===== src/rtl/ultrasonic_distance_meter_pkg.sv =====
// Purpose : shared types and default timing for the ultrasonic distance meter.
// Latency : n/a (declarations only).
// Backpressure: n/a (declarations only).
package ultrasonic_pkg;

    typedef enum logic [2:0] {
        IDLE,
        TRIGGER,
        WAIT_ECHO,
        MEASURE,
        HOLDOFF
    } meas_state_t;

    localparam int CLK_HZ    = 50_000_000;
    localparam int SOUND_MPS = 343;

    // One 0.01 cm step of distance is 2e-4 m of round-trip flight.
    // At 343 m/s and 50 MHz this is 29 clk cycles (truncated).
    localparam int DEF_TICK_CYCLES        = (2 * CLK_HZ) / (SOUND_MPS * 10_000);
    localparam int DEF_WIDTH              = 13;
    localparam int DEF_TRIG_CYCLES        = CLK_HZ / 100_000;     // 10 us
    localparam int DEF_ECHO_WAIT_CYCLES   = CLK_HZ / 1_000;       // 1 ms
    localparam int DEF_ECHO_MAX_CYCLES    = (CLK_HZ * 3) / 100;   // 30 ms
    localparam int DEF_MEAS_PERIOD_CYCLES = (CLK_HZ * 6) / 100;   // 60 ms

    // Bits needed for a counter that must hold values 0..max_val.
    function automatic int cnt_w(input int max_val);
        return $clog2(max_val + 1);
    endfunction

endpackage


===== src/rtl/ultrasonic_distance_meter_sync_2ff.sv =====
// Purpose : two-flop synchronizer for asynchronous inputs.
// Latency : 2 clk cycles, identical for rising and falling edges.
// Backpressure: none; samples every cycle.
// Ports   : clk, reset (sync active-high), d (async in), q (synchronized out).
module sync_2ff #(
    parameter int WIDTH = 1
) (
    input  logic             clk,
    input  logic             reset,
    input  logic [WIDTH-1:0] d,
    output logic [WIDTH-1:0] q
);

    logic [WIDTH-1:0] meta;

    always_ff @(posedge clk) begin
        if (reset) begin
            meta <= '0;
            q    <= '0;
        end else begin
            meta <= d;
            q    <= meta;
        end
    end

endmodule


===== src/rtl/ultrasonic_distance_meter.sv =====
// Purpose : HC-SR04 driver: periodic trigger, echo width -> distance in 0.01 cm.
// Latency : result 1 cycle after synchronized echo fall (echo path adds 2 cycles).
// Backpressure: none; valid is a one-cycle strobe, distance/timeout hold until next.
// Ports   : clk, reset (sync active-high), enable, echo (async) ->
//           trig, distance[WIDTH], valid, timeout.
module ultrasonic_distance_meter
    import ultrasonic_pkg::*;
#(
    parameter int WIDTH              = DEF_WIDTH,
    parameter int TRIG_CYCLES        = DEF_TRIG_CYCLES,
    parameter int TICK_CYCLES        = DEF_TICK_CYCLES,
    parameter int ECHO_WAIT_CYCLES   = DEF_ECHO_WAIT_CYCLES,
    parameter int ECHO_MAX_CYCLES    = DEF_ECHO_MAX_CYCLES,
    parameter int MEAS_PERIOD_CYCLES = DEF_MEAS_PERIOD_CYCLES
) (
    input  logic             clk,
    input  logic             reset,
    input  logic             enable,
    input  logic             echo,
    output logic             trig,
    output logic [WIDTH-1:0] distance,
    output logic             valid,
    output logic             timeout
);

    localparam int PW = cnt_w(MEAS_PERIOD_CYCLES);
    localparam int WW = cnt_w(ECHO_WAIT_CYCLES);
    localparam int HW = cnt_w(ECHO_MAX_CYCLES);
    localparam int SW = cnt_w(TICK_CYCLES);

    localparam logic [PW-1:0]    TRIG_LAST   = PW'(TRIG_CYCLES - 1);
    localparam logic [PW-1:0]    PERIOD_LAST = PW'(MEAS_PERIOD_CYCLES - 1);
    localparam logic [WW-1:0]    WAIT_LAST   = WW'(ECHO_WAIT_CYCLES - 1);
    localparam logic [HW-1:0]    HIGH_LAST   = HW'(ECHO_MAX_CYCLES - 1);
    localparam logic [SW-1:0]    SUB_LAST    = SW'(TICK_CYCLES - 1);
    localparam logic [WIDTH-1:0] DIST_MAX    = {WIDTH{1'b1}};

    meas_state_t      state, state_next;
    logic             echo_s;
    logic             start;      // entering TRIGGER: new period begins
    logic             done_good;  // echo fell inside the measurement window
    logic             done_to;    // no echo in time or echo too long
    logic             count_en;   // this cycle is an echo-high cycle
    logic [PW-1:0]    period_cnt;
    logic [WW-1:0]    wait_cnt;
    logic [HW-1:0]    high_cnt;
    logic [SW-1:0]    sub_cnt;
    logic [WIDTH-1:0] dist_cnt;

    sync_2ff #(.WIDTH(1)) u_echo_sync (
        .clk   (clk),
        .reset (reset),
        .d     (echo),
        .q     (echo_s)
    );

    always_ff @(posedge clk) begin
        if (reset) begin
            state <= IDLE;
        end else begin
            state <= state_next;
        end
    end

    always_comb begin
        state_next = state;
        start      = 1'b0;
        done_good  = 1'b0;
        done_to    = 1'b0;
        case (state)
            IDLE: begin
                if (enable) begin
                    state_next = TRIGGER;
                    start      = 1'b1;
                end
            end
            TRIGGER: begin
                if (period_cnt == TRIG_LAST) begin
                    state_next = WAIT_ECHO;
                end
            end
            WAIT_ECHO: begin
                // An echo arriving on the last wait cycle still wins.
                if (echo_s) begin
                    state_next = MEASURE;
                end else if (wait_cnt == WAIT_LAST) begin
                    done_to    = 1'b1;
                    state_next = HOLDOFF;
                end
            end
            MEASURE: begin
                if (!echo_s) begin
                    done_good  = 1'b1;
                    state_next = HOLDOFF;
                end else if (high_cnt == HIGH_LAST) begin
                    // high_cnt excludes the current cycle, so this is count ECHO_MAX.
                    done_to    = 1'b1;
                    state_next = HOLDOFF;
                end
            end
            HOLDOFF: begin
                if (period_cnt == PERIOD_LAST) begin
                    if (enable) begin
                        state_next = TRIGGER;
                        start      = 1'b1;
                    end else begin
                        state_next = IDLE;
                    end
                end
            end
            default: state_next = IDLE;
        endcase
    end

    assign count_en = echo_s && ((state == WAIT_ECHO) || (state == MEASURE));

    always_ff @(posedge clk) begin
        if (reset) begin
            trig       <= 1'b0;
            valid      <= 1'b0;
            timeout    <= 1'b0;
            distance   <= '0;
            period_cnt <= '0;
            wait_cnt   <= '0;
            high_cnt   <= '0;
            sub_cnt    <= '0;
            dist_cnt   <= '0;
        end else begin
            trig  <= (state_next == TRIGGER);
            valid <= done_good | done_to;

            if (start) begin
                period_cnt <= '0;
            end else if (state != IDLE) begin
                period_cnt <= period_cnt + 1'b1;
            end

            wait_cnt <= (state == WAIT_ECHO) ? wait_cnt + 1'b1 : '0;

            // dist_cnt tracks floor(high_cnt / TICK_CYCLES) without a divider.
            if (start) begin
                high_cnt <= '0;
                sub_cnt  <= '0;
                dist_cnt <= '0;
            end else if (count_en) begin
                high_cnt <= high_cnt + 1'b1;
                if (sub_cnt == SUB_LAST) begin
                    sub_cnt <= '0;
                    if (dist_cnt != DIST_MAX) begin
                        dist_cnt <= dist_cnt + 1'b1;
                    end
                end else begin
                    sub_cnt <= sub_cnt + 1'b1;
                end
            end

            if (done_good) begin
                distance <= dist_cnt;
                timeout  <= 1'b0;
            end else if (done_to) begin
                distance <= DIST_MAX;
                timeout  <= 1'b1;
            end
        end
    end

endmodule

===== config.mk =====
export PLATFORM = sky130hd
export DESIGN_NAME = ultrasonic_distance_meter
export DESIGN_NICKNAME = d
export VERILOG_FILES = /design/src/rtl/ultrasonic_distance_meter_pkg.sv /design/src/rtl/ultrasonic_distance_meter_sync_2ff.sv /design/src/rtl/ultrasonic_distance_meter.sv
export SDC_FILE = /design/constraint.sdc
export NUM_CORES = 1
export LEC_CHECK = 0
export ABC_AREA = 1
export BUFFER_PORTS_ARGS = -buffer_cell sky130_fd_sc_hd__clkbuf_2
export CORE_MARGIN = 2
export CORE_UTILIZATION = 45
export DETAILED_ROUTE_END_ITERATION = 8
export PLACE_DENSITY_LB_ADDON = 0.08
export SYNTH_ARGS = -nofsm -noshare
export SYNTH_HDL_FRONTEND = slang
export SYNTH_SLANG_ARGS = --single-unit
export TNS_END_PERCENT = 50

===== constraint.sdc =====
create_clock -name clk -period 2 [get_ports clk]
set_input_delay 0.4 -clock clk [delete_from_list [all_inputs] [get_ports clk]]
set_output_delay 0.4 -clock clk [all_outputs]
set_load 0.01 [all_outputs]

==> reports/qor.txt <==
Largest net degree at the start of global routing = 41
R2r endpoint = distance[7]
CTS Root Cell = clkbuf_16
Post-DP HPWL = 8689 µm
Outcome = finished clean
Hold Crit Depth = 3
Synth warnings = 0
CTS tree = done
Routed Antenna Nets = 0
Initial antenna violation count = 0
Grt ovf = 0
Final setup violation count = 0
Main combinational cell family by area after synthesis = simple AND/OR/NAND/NOR gates
DP Worst Slack = 0.2143 ns
Clock buffer depth = 2
Cts bufs inserted = 9
DR vias = 4896
Power density over the cells = 636.0 nW/µm²
Placer Congestion = 0.9239
Share of layout cells above drive strength 1 = 8.501%
Worst Path Required = 2.30 ns
Adder-Cell Fraction of Synth Area = 1.430%
Fin crit share = 87.01%
Slew Limit Fails = 0
Maximum fanout along the worst path = 15
Crit. End Element = register
Drt total wl = 11790 µm
Rel. slew slack = 69.80%
IO Pins = 20
Final setup skew = 0.006119 ns
Startpoint Class = register
Worst reg2reg path depth = 9
Syn_nets = 827
Final setup margin = 0.2598 ns
Die width = 112 µm
Synthesized flop and latch total = 98
Synth Area in Simple Gates = 38.19%
First-pass GRT wire length = 20330 µm
CTS H-tree lvls = 3
Synthesized area per cell = 6.424 µm²
Die area = 12540 µm²
Dpl cell area = 5517 µm²
Most common cell after layout, fill and taps aside = nand2_1
Setup CP Type = register to register
Worst r2r src = high_cnt[0]
Sequential share of the synthesized area = 37.38%
Initial core utilization = 45.97%
Most frequent cells in the layout = 225 x nand2_1, 117 x nor2_1, 117 x inv_1
Post-route DRC violation count = 0
R2r setup slk = 0.26 ns
VDD IR max = 0.5351 mV
Measured slew at the worst slew-check pin = 0.4526 ns
Design Area, Final = 5794 µm²
Fmax = 574.6 MHz
RSZ-0062 raised after global routing = false
Hold Path End = u_echo_sync.meta
CORE AREA = 11420 µm²
Cell count after synthesis = 817
Total Routing Usage GR = 19.51%
Port bufs = 19
Setup Total Neg Slack = 0 ns
Min-Delay Path Class = primary input to register
Netlist Area Pre-Place = 5249 µm²
Critical Path AT = 2.04 ns
Clock Sink Count = 98
Post-synthesis xor/xnor area fraction = 4.338%
Final hold vios = 0
Tmin final = 1.740 ns
Hold Buf Count CTS = 0
Synth cell types = 35
Post-synthesis mux area share = 0%
Later-pin clock latency in the skew report = 0.35 ns
Drt wl/cell = 11.91 µm
Drt initial violations = 298
DR vias/cell = 4.945
Die Span Y = 112 µm
Maxcap violations = 0
Antenna Cells = 0
Compound-cell area share of the yosys netlist = 7.509%
Clock slew at reported path FFs = 0.07 ns
Power consumption = 3.685 mW
Min-delay src = echo
Leakage power = 2.311 nW
# rows = 39
Drt pass-1 iters = 4
Number of global-route vias before repair = 4574
Nets = 852
Synthesis-to-layout area growth = 10.39%
## critical path, stage by stage, from the launching register on
cell,delay (ns)
dfxtp_1,0.36
ha_1,0.24
nand2_1,0.12
nor2_1,0.12
nand3b_1,0.13
nor2_2,0.23
nand3_4,0.23
nand3_1,0.15
nand2_1,0.05
inv_1,0.05
## routing by layer
| metal | GRT usage, % | share of wire (%) | wire [µm] |
|---|---|---|---|
| met5 | 0 | 0 | 0 |
| met4 | 5.610 | 1.5 | 171 |
| met2 | 32.40 | 47 | 5561 |
| met3 | 5.280 | 3.2 | 377 |
| met1 | 25.03 | 48 | 5683 |
## final cells by class
class	instances	area, µm²
fill	1187	5624
multi-input combinational	578	2709
sequential	98	1962
inverter	121	454.2
clock buffer	10	229.0
timing repair buffer	34	220.2
tap	143	178.9
clock inverter	6	41.29
## flip-flops by register name, indices dropped and copies added (netlist names), 3 cells and up
signal / flops
period_cnt: 22
wait_cnt: 16
distance: 13
sub_cnt: 5
dist_cnt: 13
state: 3
high_cnt: 21
## worst max path at each step
stage | start | end | slack (ns) | depth (start not counted)
3_5_place_dp | high_cnt[0] | distance[7] | 0.21 | 9
4_1_cts | high_cnt[0] | distance[7] | 0.19 | 9
2_1_floorplan | period_cnt[0] | period_cnt[12] | 0.40 | 10
3_3_place_gp | high_cnt[0] | distance[1] | 0.29 | 9
5_1_grt | high_cnt[0] | distance[8] | 0.03 | 9
6_report | high_cnt[0] | distance[7] | 0.26 | 9
## where the power goes
group          internal (mW)  switching [mW]  total (mW)
clock network          0.846           0.767        1.61
registers               1.96         0.00729        1.96
logic                 0.0320          0.0752       0.107
## metrics by stage
step	util, %	hold slack, ns	instances
after floorplan	-	0.3883	817
after global placement	48.31	0.4000	974
after detailed placement	48.31	0.4029	974
after CTS	50.68	0.2378	990
after global routing	50.75	0.2471	990
final	50.75	0.2442	990
## what timing repair did
item	in CTS	in global routing
gates resized for setup	0	1
setup buffers	0	0
setup endpoints to repair	0	11
## synth_stat cells (all sizes together)
cell type / instances / share of area [%]
nand2: 231 / 17
nor2: 124 / 9.3
inv: 121 / 8.7
dfxtp: 98 / 37
nand3: 66 / 6.5
a21oi: 49 / 4.7
nand4: 20 / 2.4
o21ai: 20 / 1.9
nor3: 18 / 1.8
buf: 14 / 2.1
xor2: 14 / 2.3
xnor2: 12 / 2.0
clkbuf: 6 / 0.43
ha: 6 / 1.4
or2: 4 / 0.48
nand3b: 3 / 0.43
a31oi: 2 / 0.24
and2: 2 / 0.24
nor3b: 1 / 0.14
nor4: 1 / 0.12
o211ai: 1 / 0.14
o21a: 1 / 0.14
o21bai: 1 / 0.14
o22ai: 1 / 0.12
o31ai: 1 / 0.14
## cell families (layout without fill, tap and decap cells)
family                     after synthesis  count (layout)
DFF                                     98              98
buffers and inverters                  141             171
and+or+nand+nor                        470             470
xor gates and xnor gates                26              26
adders and majority gates                6               6
AOI/OAI and AO/OA                       76              76
(Power assumes the default switching activity.)
